$ cat src/rtl/id_ctrl_flow_pkg.sv
// Shared decode constants and instruction-class helper for the ID-stage control-flow block.
package id_ctrl_flow_pkg;

    localparam logic [5:0]  OP_RTYPE   = 6'h00;
    localparam logic [5:0]  OP_J       = 6'h02;
    localparam logic [5:0]  OP_JAL     = 6'h03;
    localparam logic [5:0]  OP_BEQ     = 6'h04;
    localparam logic [5:0]  OP_BNE     = 6'h05;
    localparam logic [5:0]  OP_SB      = 6'h28;
    localparam logic [5:0]  OP_SH      = 6'h29;
    localparam logic [5:0]  OP_SW      = 6'h2B;
    localparam logic [5:0]  FN_JR      = 6'h08;
    localparam logic [31:0] NOP_WORD_C = 32'h0000_0000;

    typedef struct packed {
        logic is_j;
        logic is_jal;
        logic is_jr;
        logic is_beq;
        logic is_bne;
        logic uses_rt;
    } dec_t;

    function automatic dec_t decode_instr(input logic [31:0] instr);
        dec_t       d;
        logic [5:0] op;
        op        = instr[31:26];
        d.is_j    = (op == OP_J);
        d.is_jal  = (op == OP_JAL);
        d.is_jr   = (op == OP_RTYPE) && (instr[5:0] == FN_JR);
        d.is_beq  = (op == OP_BEQ);
        d.is_bne  = (op == OP_BNE);
        // rt is a true source only for R-type, compare-branches and stores
        d.uses_rt = (op == OP_RTYPE) || (op == OP_BEQ) || (op == OP_BNE) ||
                    (op == OP_SB) || (op == OP_SH) || (op == OP_SW);
        return d;
    endfunction

endpackage

$ cat src/rtl/id_ctrl_flow_if.sv
// Fetch <-> ID control-flow handshake: fetched word in, redirect and stall back to fetch.
interface id_ctrl_flow_if;
    logic [31:0] Instruction_if;
    logic [31:0] PC_if;
    logic        IF_flush;
    logic        Branch;
    logic        Jump;
    logic [31:0] JumpAddr;
    logic        IFWrite;

    modport master (
        output Instruction_if, PC_if, IF_flush,
        input  Branch, Jump, JumpAddr, IFWrite
    );

    modport slave (
        input  Instruction_if, PC_if, IF_flush,
        output Branch, Jump, JumpAddr, IFWrite
    );
endinterface

$ cat src/rtl/id_ctrl_flow_hazard.sv
// Combinational hazard detect: load-use against EX, and branch-operand against EX writers / MEM loads.
module id_hazard_detect
    import id_ctrl_flow_pkg::*;
(
    input  logic       valid_i,
    input  dec_t       dec_i,
    input  logic [4:0] rs_addr_i,
    input  logic [4:0] rt_addr_i,
    input  logic       ex_RegWrite,
    input  logic       ex_MemRead,
    input  logic [4:0] ex_wreg,
    input  logic       mem_MemRead,
    input  logic [4:0] mem_wreg,
    output logic       hz_o
);

    logic ex_match_s;
    logic mem_match_s;
    logic br_src_s;
    logic load_use_s;
    logic br_hz_s;

    // Source match per stage and hazard combine
    always_comb begin
        br_src_s    = dec_i.is_beq | dec_i.is_bne | dec_i.is_jr;
        ex_match_s  = (ex_wreg != 5'd0) &&
                      ((ex_wreg == rs_addr_i) || (dec_i.uses_rt && (ex_wreg == rt_addr_i)));
        mem_match_s = (mem_wreg != 5'd0) &&
                      ((mem_wreg == rs_addr_i) || (dec_i.uses_rt && (mem_wreg == rt_addr_i)));
        load_use_s  = ex_MemRead & ex_match_s;
        br_hz_s     = br_src_s & ((ex_RegWrite & ex_match_s) | (mem_MemRead & mem_match_s));
        hz_o        = valid_i & (load_use_s | br_hz_s);
    end

endmodule

$ cat src/rtl/id_ctrl_flow.sv
// ID-stage front end: IF/ID register, J/JAL/JR/BEQ/BNE resolution and stall/bubble control.
// Optional build macro ID_PERF_CNT_EN adds stall/redirect counters; otherwise they read 0.
module id_ctrl_flow
    import id_ctrl_flow_pkg::*;
#(
    parameter logic [31:0] NOP_WORD = NOP_WORD_C
) (
    input  logic          clk,
    input  logic          reset,
    id_ctrl_flow_if.slave fetch,
    input  logic [31:0]   rs_data,
    input  logic [31:0]   rt_data,
    input  logic          ex_RegWrite,
    input  logic          ex_MemRead,
    input  logic [4:0]    ex_wreg,
    input  logic          mem_MemRead,
    input  logic [4:0]    mem_wreg,
    output logic [31:0]   Instruction_id,
    output logic [31:0]   PC4_id,
    output logic [4:0]    rs_addr,
    output logic [4:0]    rt_addr,
    output logic          bubble_id,
    output logic [31:0]   stall_cnt,
    output logic [31:0]   flush_cnt
);

    logic [31:0] instr_q, instr_d;
    logic [31:0] pc4_q, pc4_d;
    logic        valid_q, valid_d;
    logic        hz_s;
    logic        ifwrite_s;
    logic        branch_s;
    logic        jump_s;
    logic [31:0] br_tgt_s;
    logic [31:0] jaddr_s;
    dec_t        dec_s;

    assign dec_s = decode_instr(instr_q);

    id_hazard_detect u_hazard (
        .valid_i     (valid_q),
        .dec_i       (dec_s),
        .rs_addr_i   (instr_q[25:21]),
        .rt_addr_i   (instr_q[20:16]),
        .ex_RegWrite (ex_RegWrite),
        .ex_MemRead  (ex_MemRead),
        .ex_wreg     (ex_wreg),
        .mem_MemRead (mem_MemRead),
        .mem_wreg    (mem_wreg),
        .hz_o        (hz_s)
    );

    // IF/ID next state: flush beats load, load beats hold
    always_comb begin
        instr_d = instr_q;
        pc4_d   = pc4_q;
        valid_d = valid_q;
        if (fetch.IF_flush) begin
            instr_d = NOP_WORD;
            pc4_d   = pc4_q;
            valid_d = 1'b0;
        end else if (ifwrite_s) begin
            instr_d = fetch.Instruction_if;
            pc4_d   = fetch.PC_if + 32'd4;
            valid_d = 1'b1;
        end else begin
            instr_d = instr_q;
        end
    end

    // IF/ID register with synchronous reset
    always_ff @(posedge clk) begin
        if (reset) begin
            instr_q <= NOP_WORD;
            pc4_q   <= 32'd0;
            valid_q <= 1'b0;
        end else begin
            instr_q <= instr_d;
            pc4_q   <= pc4_d;
            valid_q <= valid_d;
        end
    end

    // Redirect resolution; a pending hazard suppresses any redirect this cycle
    always_comb begin
        br_tgt_s = pc4_q + {{14{instr_q[15]}}, instr_q[15:0], 2'b00};
        branch_s = valid_q & ~hz_s &
                   ((dec_s.is_beq & (rs_data == rt_data)) |
                    (dec_s.is_bne & (rs_data != rt_data)));
        jump_s   = valid_q & ~hz_s & (dec_s.is_j | dec_s.is_jal | dec_s.is_jr);
        if (branch_s) begin
            jaddr_s = br_tgt_s;
        end else if (jump_s && dec_s.is_jr) begin
            jaddr_s = rs_data;
        end else if (jump_s) begin
            jaddr_s = {pc4_q[31:28], instr_q[25:0], 2'b00};
        end else begin
            jaddr_s = 32'd0;
        end
    end

    assign ifwrite_s      = ~hz_s;
    assign fetch.IFWrite  = ifwrite_s;
    assign fetch.Branch   = branch_s;
    assign fetch.Jump     = jump_s;
    assign fetch.JumpAddr = jaddr_s;
    assign Instruction_id = instr_q;
    assign PC4_id         = pc4_q;
    assign rs_addr        = instr_q[25:21];
    assign rt_addr        = instr_q[20:16];
    assign bubble_id      = hz_s | ~valid_q;

`ifdef ID_PERF_CNT_EN
    logic [31:0] stall_cnt_q, stall_cnt_d;
    logic [31:0] flush_cnt_q, flush_cnt_d;

    // Counter increments, wrapping naturally at 2^32
    always_comb begin
        stall_cnt_d = hz_s ? (stall_cnt_q + 32'd1) : stall_cnt_q;
        flush_cnt_d = (branch_s | jump_s) ? (flush_cnt_q + 32'd1) : flush_cnt_q;
    end

    // Performance counter registers
    always_ff @(posedge clk) begin
        if (reset) begin
            stall_cnt_q <= 32'd0;
            flush_cnt_q <= 32'd0;
        end else begin
            stall_cnt_q <= stall_cnt_d;
            flush_cnt_q <= flush_cnt_d;
        end
    end

    assign stall_cnt = stall_cnt_q;
    assign flush_cnt = flush_cnt_q;
`else
    assign stall_cnt = 32'd0;
    assign flush_cnt = 32'd0;
`endif

endmodule
$ cat src/flat_wrapper.sv
// flat-port wrapper written by rule: the top's interface ports become plain ports
module id_ctrl_flow_flat import id_ctrl_flow_pkg::*;
#(
    parameter logic [31:0] NOP_WORD = NOP_WORD_C
)
  (clk, reset, rs_data, rt_data, ex_RegWrite, ex_MemRead, ex_wreg, mem_MemRead, mem_wreg, Instruction_id, PC4_id, rs_addr, rt_addr, bubble_id, stall_cnt, flush_cnt, fetch_Instruction_if, fetch_PC_if, fetch_IF_flush, fetch_Branch, fetch_Jump, fetch_JumpAddr, fetch_IFWrite);
  id_ctrl_flow_if fetch_i ();
  input  logic clk;
  input  logic reset;
  input  logic [31:0] rs_data;
  input  logic [31:0] rt_data;
  input  logic ex_RegWrite;
  input  logic ex_MemRead;
  input  logic [4:0] ex_wreg;
  input  logic mem_MemRead;
  input  logic [4:0] mem_wreg;
  output logic [31:0] Instruction_id;
  output logic [31:0] PC4_id;
  output logic [4:0] rs_addr;
  output logic [4:0] rt_addr;
  output logic bubble_id;
  output logic [31:0] stall_cnt;
  output logic [31:0] flush_cnt;
  input wire logic [$bits(fetch_i.Instruction_if)-1:0] fetch_Instruction_if;
  input wire logic [$bits(fetch_i.PC_if)-1:0] fetch_PC_if;
  input wire logic [$bits(fetch_i.IF_flush)-1:0] fetch_IF_flush;
  output wire logic [$bits(fetch_i.Branch)-1:0] fetch_Branch;
  output wire logic [$bits(fetch_i.Jump)-1:0] fetch_Jump;
  output wire logic [$bits(fetch_i.JumpAddr)-1:0] fetch_JumpAddr;
  output wire logic [$bits(fetch_i.IFWrite)-1:0] fetch_IFWrite;
  assign fetch_i.Instruction_if = fetch_Instruction_if;
  assign fetch_i.PC_if = fetch_PC_if;
  assign fetch_i.IF_flush = fetch_IF_flush;
  assign fetch_Branch = fetch_i.Branch;
  assign fetch_Jump = fetch_i.Jump;
  assign fetch_JumpAddr = fetch_i.JumpAddr;
  assign fetch_IFWrite = fetch_i.IFWrite;
  id_ctrl_flow #(.NOP_WORD(NOP_WORD)) u_core (.clk(clk), .reset(reset), .fetch(fetch_i), .rs_data(rs_data), .rt_data(rt_data), .ex_RegWrite(ex_RegWrite), .ex_MemRead(ex_MemRead), .ex_wreg(ex_wreg), .mem_MemRead(mem_MemRead), .mem_wreg(mem_wreg), .Instruction_id(Instruction_id), .PC4_id(PC4_id), .rs_addr(rs_addr), .rt_addr(rt_addr), .bubble_id(bubble_id), .stall_cnt(stall_cnt), .flush_cnt(flush_cnt));
endmodule
$ cat config.mk
export PLATFORM = sky130hd
export DESIGN_NAME = id_ctrl_flow_flat
export DESIGN_NICKNAME = d
export VERILOG_FILES = /design/src/rtl/id_ctrl_flow_pkg.sv /design/src/rtl/id_ctrl_flow_if.sv /design/src/rtl/id_ctrl_flow_hazard.sv /design/src/rtl/id_ctrl_flow.sv /design/src/flat_wrapper.sv
export SDC_FILE = /design/constraint.sdc
export NUM_CORES = 1
export LEC_CHECK = 0
export CAP_MARGIN = 15
export CORE_UTILIZATION = 35
export DETAILED_ROUTE_END_ITERATION = 10
export PLACE_DENSITY = 0.76
export SLEW_MARGIN = 20
export SYNTH_ARGS = -nofsm -noshare
export SYNTH_HDL_FRONTEND = slang
export SYNTH_HIERARCHICAL = 1
export SYNTH_SLANG_ARGS = --single-unit
export TNS_END_PERCENT = 10
$ cat constraint.sdc
create_clock -name clk -period 3.5 [get_ports clk]
set_input_delay 0.7 -clock clk [delete_from_list [all_inputs] [get_ports clk]]
set_output_delay 0.7 -clock clk [all_outputs]
set_load 0.005 [all_outputs]
# [Yosys cells after proc, flatten, opt, wreduce, memory -nomap -nowiden]
# Cells that the tools add are included.
[op_classes] n_reduce_logical=18 bitwise=21 eq_ne=14 mux=3 add_sub_neg=2
[op_table] op="32-bit 2-to-1 mux" n=3
[op_table] op="32-bit by 3-bit adder with 32-bit output (second input constant)" n=1
[op_table] op="32-bit adder" n=1
[op_table] op="32-bit equality test" n=1
[op_table] op="32-bit inequality test" n=1
[op_table] op="5-bit equality test" n=4
[op_table] op="6-bit equality test (second input constant)" n=3
[op_table] op="6-bit by 2-bit equality test with 1-bit output (second input constant)" n=2
[op_table] op="6-bit by 3-bit equality test with 1-bit output (second input constant)" n=2
[op_table] op="1-bit bitwise AND" n=10
[op_table] op="5-bit nonzero test" n=2
[op_table] op="1-bit OR" n=8
[op_table] op="1-bit logical OR" n=7
[op_table] op="6-bit by 4-bit equality test with 1-bit output (second input constant)" n=1
[op_table] op="1-bit logical AND" n=6
[op_table] op="6-bit logical NOT" n=1
[op_table] op="1-bit inverter" n=3
[op_table] op="2-bit AND reduction" n=1
[op_table] op="2-bit OR reduction" n=1
[word_totals] out_inout_bits=174 ff_bits=65 input_bits=144 wordCells=61

# [Depth between registers and ports, before layout]
[logic_depth] ltp_word=20 mapped_depth=15 ltp_nobuf=13

# [Modules after synthesis]
# Netlist, hierarchy kept.
[by_module_without_submodules] mod="id_ctrl_flow" seq_area_each_um2=1301.2 n_inst=1 cells_each=728 area_per_inst_um2=5713.0
[by_module_without_submodules] mod="id_hazard_detect" seq_area_each_um2=0.0 n_inst=1 cells_each=36 area_per_inst_um2=281.5

# [Worst setup path after synthesis]
# No wires, ideal clock.
[synth_timing] path_kind="reg-to-output" from="register u_core.instr_q[15] (netlist: u_core/Instruction_id[15])" to="output port fetch_JumpAddr[31]" slack_ns=-0.081 path_stages_with_launch=12 required_time_ns=2.800 arrival_time_ns=2.881 path_buffers=1 cell_sequence="dfxtp_1 > ha_1 > buf_6 > a21oi_4 > nor2b_1 > o21a_1 > or4_1 > a31o_1 > a41o_1 > xor2_1 > nor3b_1 > a221o_1"
[synth_via] elab_chain_cells=2
[synth_rtl] item="from (decl)" line_no="id_ctrl_flow.sv:27" text="logic [31:0] instr_q, instr_d;"
[synth_rtl] item="from (signal assigned)" line_no="id_ctrl_flow.sv:78" text="instr_q <= instr_d;"
[synth_rtl] item="32-bit adder" line_no="id_ctrl_flow.sv:86" text="br_tgt_s = pc4_q + {{14{instr_q[15]}}, instr_q[15:0], 2'b00};"
[synth_rtl] item="32-bit 2-to-1 mux" line_no="id_ctrl_flow.sv:91" text="if (branch_s) begin"
[synth_rtl] item="to (decl)" line_no="flat_wrapper.sv:29" text="output wire logic [$bits(fetch_i.JumpAddr)-1:0] fetch_JumpAddr;"
# No other way between the ends.

==> impl_metrics.json <==
{
  "synth_warnings": 6,
  "track_usage_pct": 28.2,
  "postSynthAreaPerCell_sq_um": 7.85,
  "seqPwrFrac_pct": 31.7,
  "cp_max_fo": 3,
  "ioPinCount": 318,
  "cpMaxStageDelayCell": "or4b_4",
  "wl_mm": 25.6,
  "cap_violations": 0,
  "cts_tree": "built",
  "grt_start_max_net_pins": 40,
  "grt_pass1_vias": 7012,
  "violations": "negative setup slack",
  "outcome": "finished, violations left",
  "internal-power_uw": 1810,
  "htreeDepth": 3,
  "initial_core_util_pct": 35.9,
  "dpl_cell_area_sq_um": 9860,
  "switching_share_pct": 30.3,
  "wl_per_cell_um": 18.1,
  "critPathTopFamily": "simple AND/OR/NAND/NOR gates",
  "period_needed_ns": 4.13,
  "die_x_um": 133,
  "final_cell_area_sq_um": 10400,
  "fmax_mhz": 242,
  "antenna_found_initial": 2,
  "finalCritPeriodShare_pct": 118,
  "drive_above_1_share_pct": 26.0,
  "portBuffers": 253,
  "worstSetupStartpointType": "flip-flop",
  "cts_buffer_depth": 2,
  "clkSlewWorstSetupHoldPaths_ns": 0.05,
  "tns_ns": -18.35,
  "path_buf_inv": 5,
  "p_leak_uw": 0.00444,
  "rsz0062_at_grt": "yes",
  "drt_iter0_markers": 346,
  "die_h_um": 133,
  "final-hold-violation-count": 0,
  "setup_viol": 36,
  "cp-end-kind": "output pin",
  "drv_slew": 0,
  "viasPerCell": 5.06,
  "grt_first_pass_wirelength_mm": 37.9,
  "core_area_sq_um": 16600,
  "dr.pass1.iters": 5,
  "ir_drop_mv": 0.187,
  "power_frac_clock_pct": 32.7,
  "synthesis.area_sq_um": 5980,
  "skew_ns": 0.00538,
  "crit_arrival_ns": 3.43,
  "path_cells": "or4b_4, nor4_4, buf_4, nor2b_4, and2_4, or3_4, a21oi_4, o32ai_4, inv_2, buf_6, nand4_1, buf_4, o21bai_1, a221o_1, buf_2",
  "netlist_instances": 762,
  "worst_slack_ns": -0.631,
  "worst_pin_slew_ns": 0.807,
  "ant_nets": 0,
  "vias": 7166,
  "worstPathRequired_ns": 2.80,
  "area_growth_pct": 73.5,
  "cpMostUsedCell": "buf_4",
  "rows": 47,
  "layout_commonest_cell": "clkdlybuf4s50_1",
  "gp_congestion": 1.00,
  "final_cell_mix": "clkdlybuf4s50_1, buf_4, nor2_1",
  "clk_latency_ns": 0.33,
  "dp_hpwl_mm": 20.8,
  "cts_inserted_buffers": 9,
  "slowest_delay_ns": 0.54,
  "net-switching-power_uw": 787,
  "cts.sinks": 65,
  "hold_class": "flip-flop to flip-flop",
  "power_density_nw_per_um2": 251,
  "p_comb_share_pct": 35.6,
  "dieArea_sq_um": 17600,
  "maxSlewHeadroom_pct": 46.2,
  "crit_type": "flip-flop to output pin",
  "drc": 0,
  "clock-root-buffer": "clkbuf_16",
  "final_net_count": 1364,
  "grt-ovfl-total": 0
}
==> cell type report <==
class | instances | area [sq um]
Antenna cell | 2 | 5.00
Tap cell | 220 | 275
Sequential cell | 65 | 1310
Timing Repair Buffer | 462 | 4040
Clock buffer | 12 | 256
Multi-Input combinational cell | 639 | 4430
Fill cell | 1471 | 6260
Inverter | 12 | 47.5
Clock inverter | 4 | 27.5
==> per-stage QoR <==
stage	util (%)	hold WS, ns	cells	total power [uW]	setup slack, ns
6_report	62.4	0.595	1416	2600	-0.631
5_1_grt	62.4	0.619	1416	2720	-0.712
4_1_cts	61.9	0.566	1410	2600	-0.510
3_5_place_dp	59.2	0.527	1386	1730	-0.878
3_3_place_gp	59.2	0.521	1386	1720	-0.756
2_1_floorplan	-	0.472	825	1210	-0.0147
==> power by group through the flow <==
stage                     clock network (uW)  registers [uW]  logic [uW]
final                                    850             826         925
after global routing                     904             831         988
after CTS                                865             824         908
after detailed placement                   0             839         892
after global placement                     0             837         881
after floorplan                            0             842         366
==> routing by layer <==
layer | vias up | GRT usage [%] | part of all wire (%)
met5 | - | 0 | 0
met4 | 0 | 14.4 | 3.7
met3 | 49 | 6.17 | 6.9
met2 | 340 | 50.0 | 50
met1 | 3317 | 31.5 | 40
li1 | 3460 | - | -
==> flip-flops by register name (all words and copies together) (netlist names) <==
register,flops
u_core/valid_q,1
u_core/Instruction_id,32
u_core/PC4_id,32
==> path summary, 6_finish.rpt <==
| check | start | to | slack, ns | cells past startpoint |
|---|---|---|---|---|
| hold / removal | u_core/valid_q$_SDFFE_PP0N_ | u_core/valid_q$_SDFFE_PP0N_ | 0.59 | 2 |
| setup reg to reg | u_core/Instruction_id[4]$_SDFFE_PP0N_ | u_core/PC4_id[25]$_SDFFE_PP0P_ | 0.23 | 13 |
| setup / recovery | u_core/Instruction_id[4]$_SDFFE_PP0N_ | fetch_JumpAddr[31] | -0.63 | 15 |
| hold reg to reg | u_core/valid_q$_SDFFE_PP0N_ | u_core/valid_q$_SDFFE_PP0N_ | 0.59 | 2 |
==> tightest hold or removal path, stage by stage (launching register included) <==
cell and delay, ns:
dfxtp_1 0.41, inv_1 0.09, a21oi_1 0.05
==> what timing repair did <==
item / in CTS / in global routing
endpoints found under the setup margin: 36 / 35
pin swaps: 8 / 20
hold buffers: 0 / 0
gates resized for setup: 121 / 53
setup buffers: 7 / 3
gates cloned: 1 / 1
Power figures use the tool's default switching activity.
==> RTL edit, RTL diff (same settings) <==
The option `ID_PERF_CNT_EN` is turned on by a define.
--- a/src/rtl/id_ctrl_flow.sv
+++ b/src/rtl/id_ctrl_flow.sv
@@ -1,5 +1,7 @@
 // ID-stage front end: IF/ID register, J/JAL/JR/BEQ/BNE resolution and stall/bubble control.
 // Optional build macro ID_PERF_CNT_EN adds stall/redirect counters; otherwise they read 0.
+`define ID_PERF_CNT_EN
+
 module id_ctrl_flow
     import id_ctrl_flow_pkg::*;
 #(
Check against the original RTL: not equivalent (a bounded check fails within 4 cycles, from zero or initial values and one cycle with reset high).
==> RTL edit against the original RTL <==
The run still ends with setup timing left. Cell area increased by 41%. Sequential cell count increased by 64. Synthesized area increased by 37%. Cell count increased by 32%. Worst setup slack improved by 230 ps. Global-route usage decreased by 0.17 points. Clock power increased by 130%. Wire length increased by 35%. Sequential power increased by 89%. Synthesized cell count increased by 34%. Power increased by 72%. Sequential share of layout area increased by 5.3 points. Largest cell class unchanged.
==> RTL edit: results (changes against the original RTL) <==
Power
  • Maximum VDD drop: 253 uV (+36%)
  • Sw Ratio: 28.1% (-2.2 points)
  • Leak: 5.99 nW (+35%)

Place
  • Dpl cells: 1,817 (+31%)
  • DP HPWL: 26.5 mm (+27%)
  • Cell Area, Placed: 13,300 um2 (+35%)
  • Buffers on Ports: 317 (+25%)
  • Pre-CTS WS: -1080 ps (-199 ps)

Finish
  • Inverters: 24 (+12)
  • Final layout net count: 1,717 (+26%)
  • Layout cells sized above 1: 27.9% (+1.8 points)
  • Clk cell area share: 4.30% (+1.6 points)
  • N_diodes: 0 (-2)
  • Signal buf overhead: 33.9% (-5.0 points)
  • Number of multi-input logic gates: 814 (+27%)
  • Multi-input gate area: 5950 um2 (+35%)
  • Buffers excl. clock: 554 (+20%)
  • Clock buffer count: 18 (+6)
  • Register Area: 2620 um2 (+100%)
  • Area delta synth->final: 78.2%
  • Fin cells: 1,866 (+32%)
  • FILL cells: 1,899 (+29%)

Setup path
  • Crit path from: u_core/Instruction_id[0]$_SDFFE_PP0N_
  • R2r setup slk: 70 ps (-160 ps)
  • Critical path peak fanout: 4 (+1)
  • Worst flop-to-flop path startpoint: u_core/Instruction_id[1]$_SDFFE_PP0N_
  • WP data arrival: 3200 ps (-230 ps)
  • R2R depth: 15 (+2)
  • CP Capture Point: fetch_JumpAddr[11]

Timing
  • PnR worst setup slack: -403 ps (+229 ps)
  • Hold WS: 504 ps (-90.5 ps)
  • Clock skew: 14.3 ps (+8.94 ps)
  • Rel. slew slack: 47.1% (+0.85 points)
  • Final setup violation count: 34 (-5.6%)

CTS
  • Clk root buf: clkbuf_16
  • Sink Count: 129 (+98%)
  • Resized cells post-CTS: 265 (+120%)
  • Worst skew pair latency: 420 ps (+90 ps)
  • Post-CTS Setup Bufs: 15 (+8)
  • CTS H-tree depth: 4 (+1)
  • CTS buffer count: 17 (+8)

Detailed routing
  • Number of detailed-route iterations in the first pass: 5 (unchanged)
  • Final WL: 34.6 mm (+35%)
  • DR vias: 9,622 (+34%)
  • Initial DRC count: 650 (+88%)

Worst hold path
  • Hold Crit Start: u_core/flush_cnt[21]$_SDFFE_PP0P_
  • Hold path endpoint: u_core/flush_cnt[21]$_SDFFE_PP0P_

GRT
  • Largest net degree at the start of global routing: 65 (+63%)
  • First-pass GRT wire length: 51.8 mm (+37%)
  • GRT Total Usage: 28.0% (-0.17 points)
  • Vias in the first global route: 9,274 (+32%)
  • Antenna violations before repair: 0 (-2)

Run status
  • Failing checks: setup timing
  • Status: finished with violations

Synth
  • Cells after Synth: 1,018 (+34%)

Die
  • Total core area: 22,800 um2 (+37%)
==> RTL edit: worst max-delay path, stage by stage (launching register included) <==
cell,delay (ps)
dfxtp_2,350
buf_6,110
nor4_4,40
and3_4,170
or3_4,420
a21oi_4,180
o32ai_4,120
nor2_2,170
inv_2,70
a2111oi_4,240
nor2_4,100
buf_6,140
or4_1,470
nand2_1,80
buf_2,120
==> RTL edit: per-layer routing <==
| layer | track usage, % | routed length (um) |
|---|---|---|
| met1 | 35.1 | 15100 |
| met2 | 47.6 | 16300 |
| met3 | 5.26 | 2200 |
| met4 | 10.6 | 947 |
| met5 | 0 | 0 |
==> RTL edit: power groups by stage <==
stage	combinational, mW	sequential, mW	clock [mW]
after floorplan	0.312	1.59	0
after global placement	0.888	1.59	0
after detailed placement	0.897	1.59	0
after CTS	0.937	1.56	1.97
after global routing	1.04	1.57	2.03
final	0.976	1.56	1.94
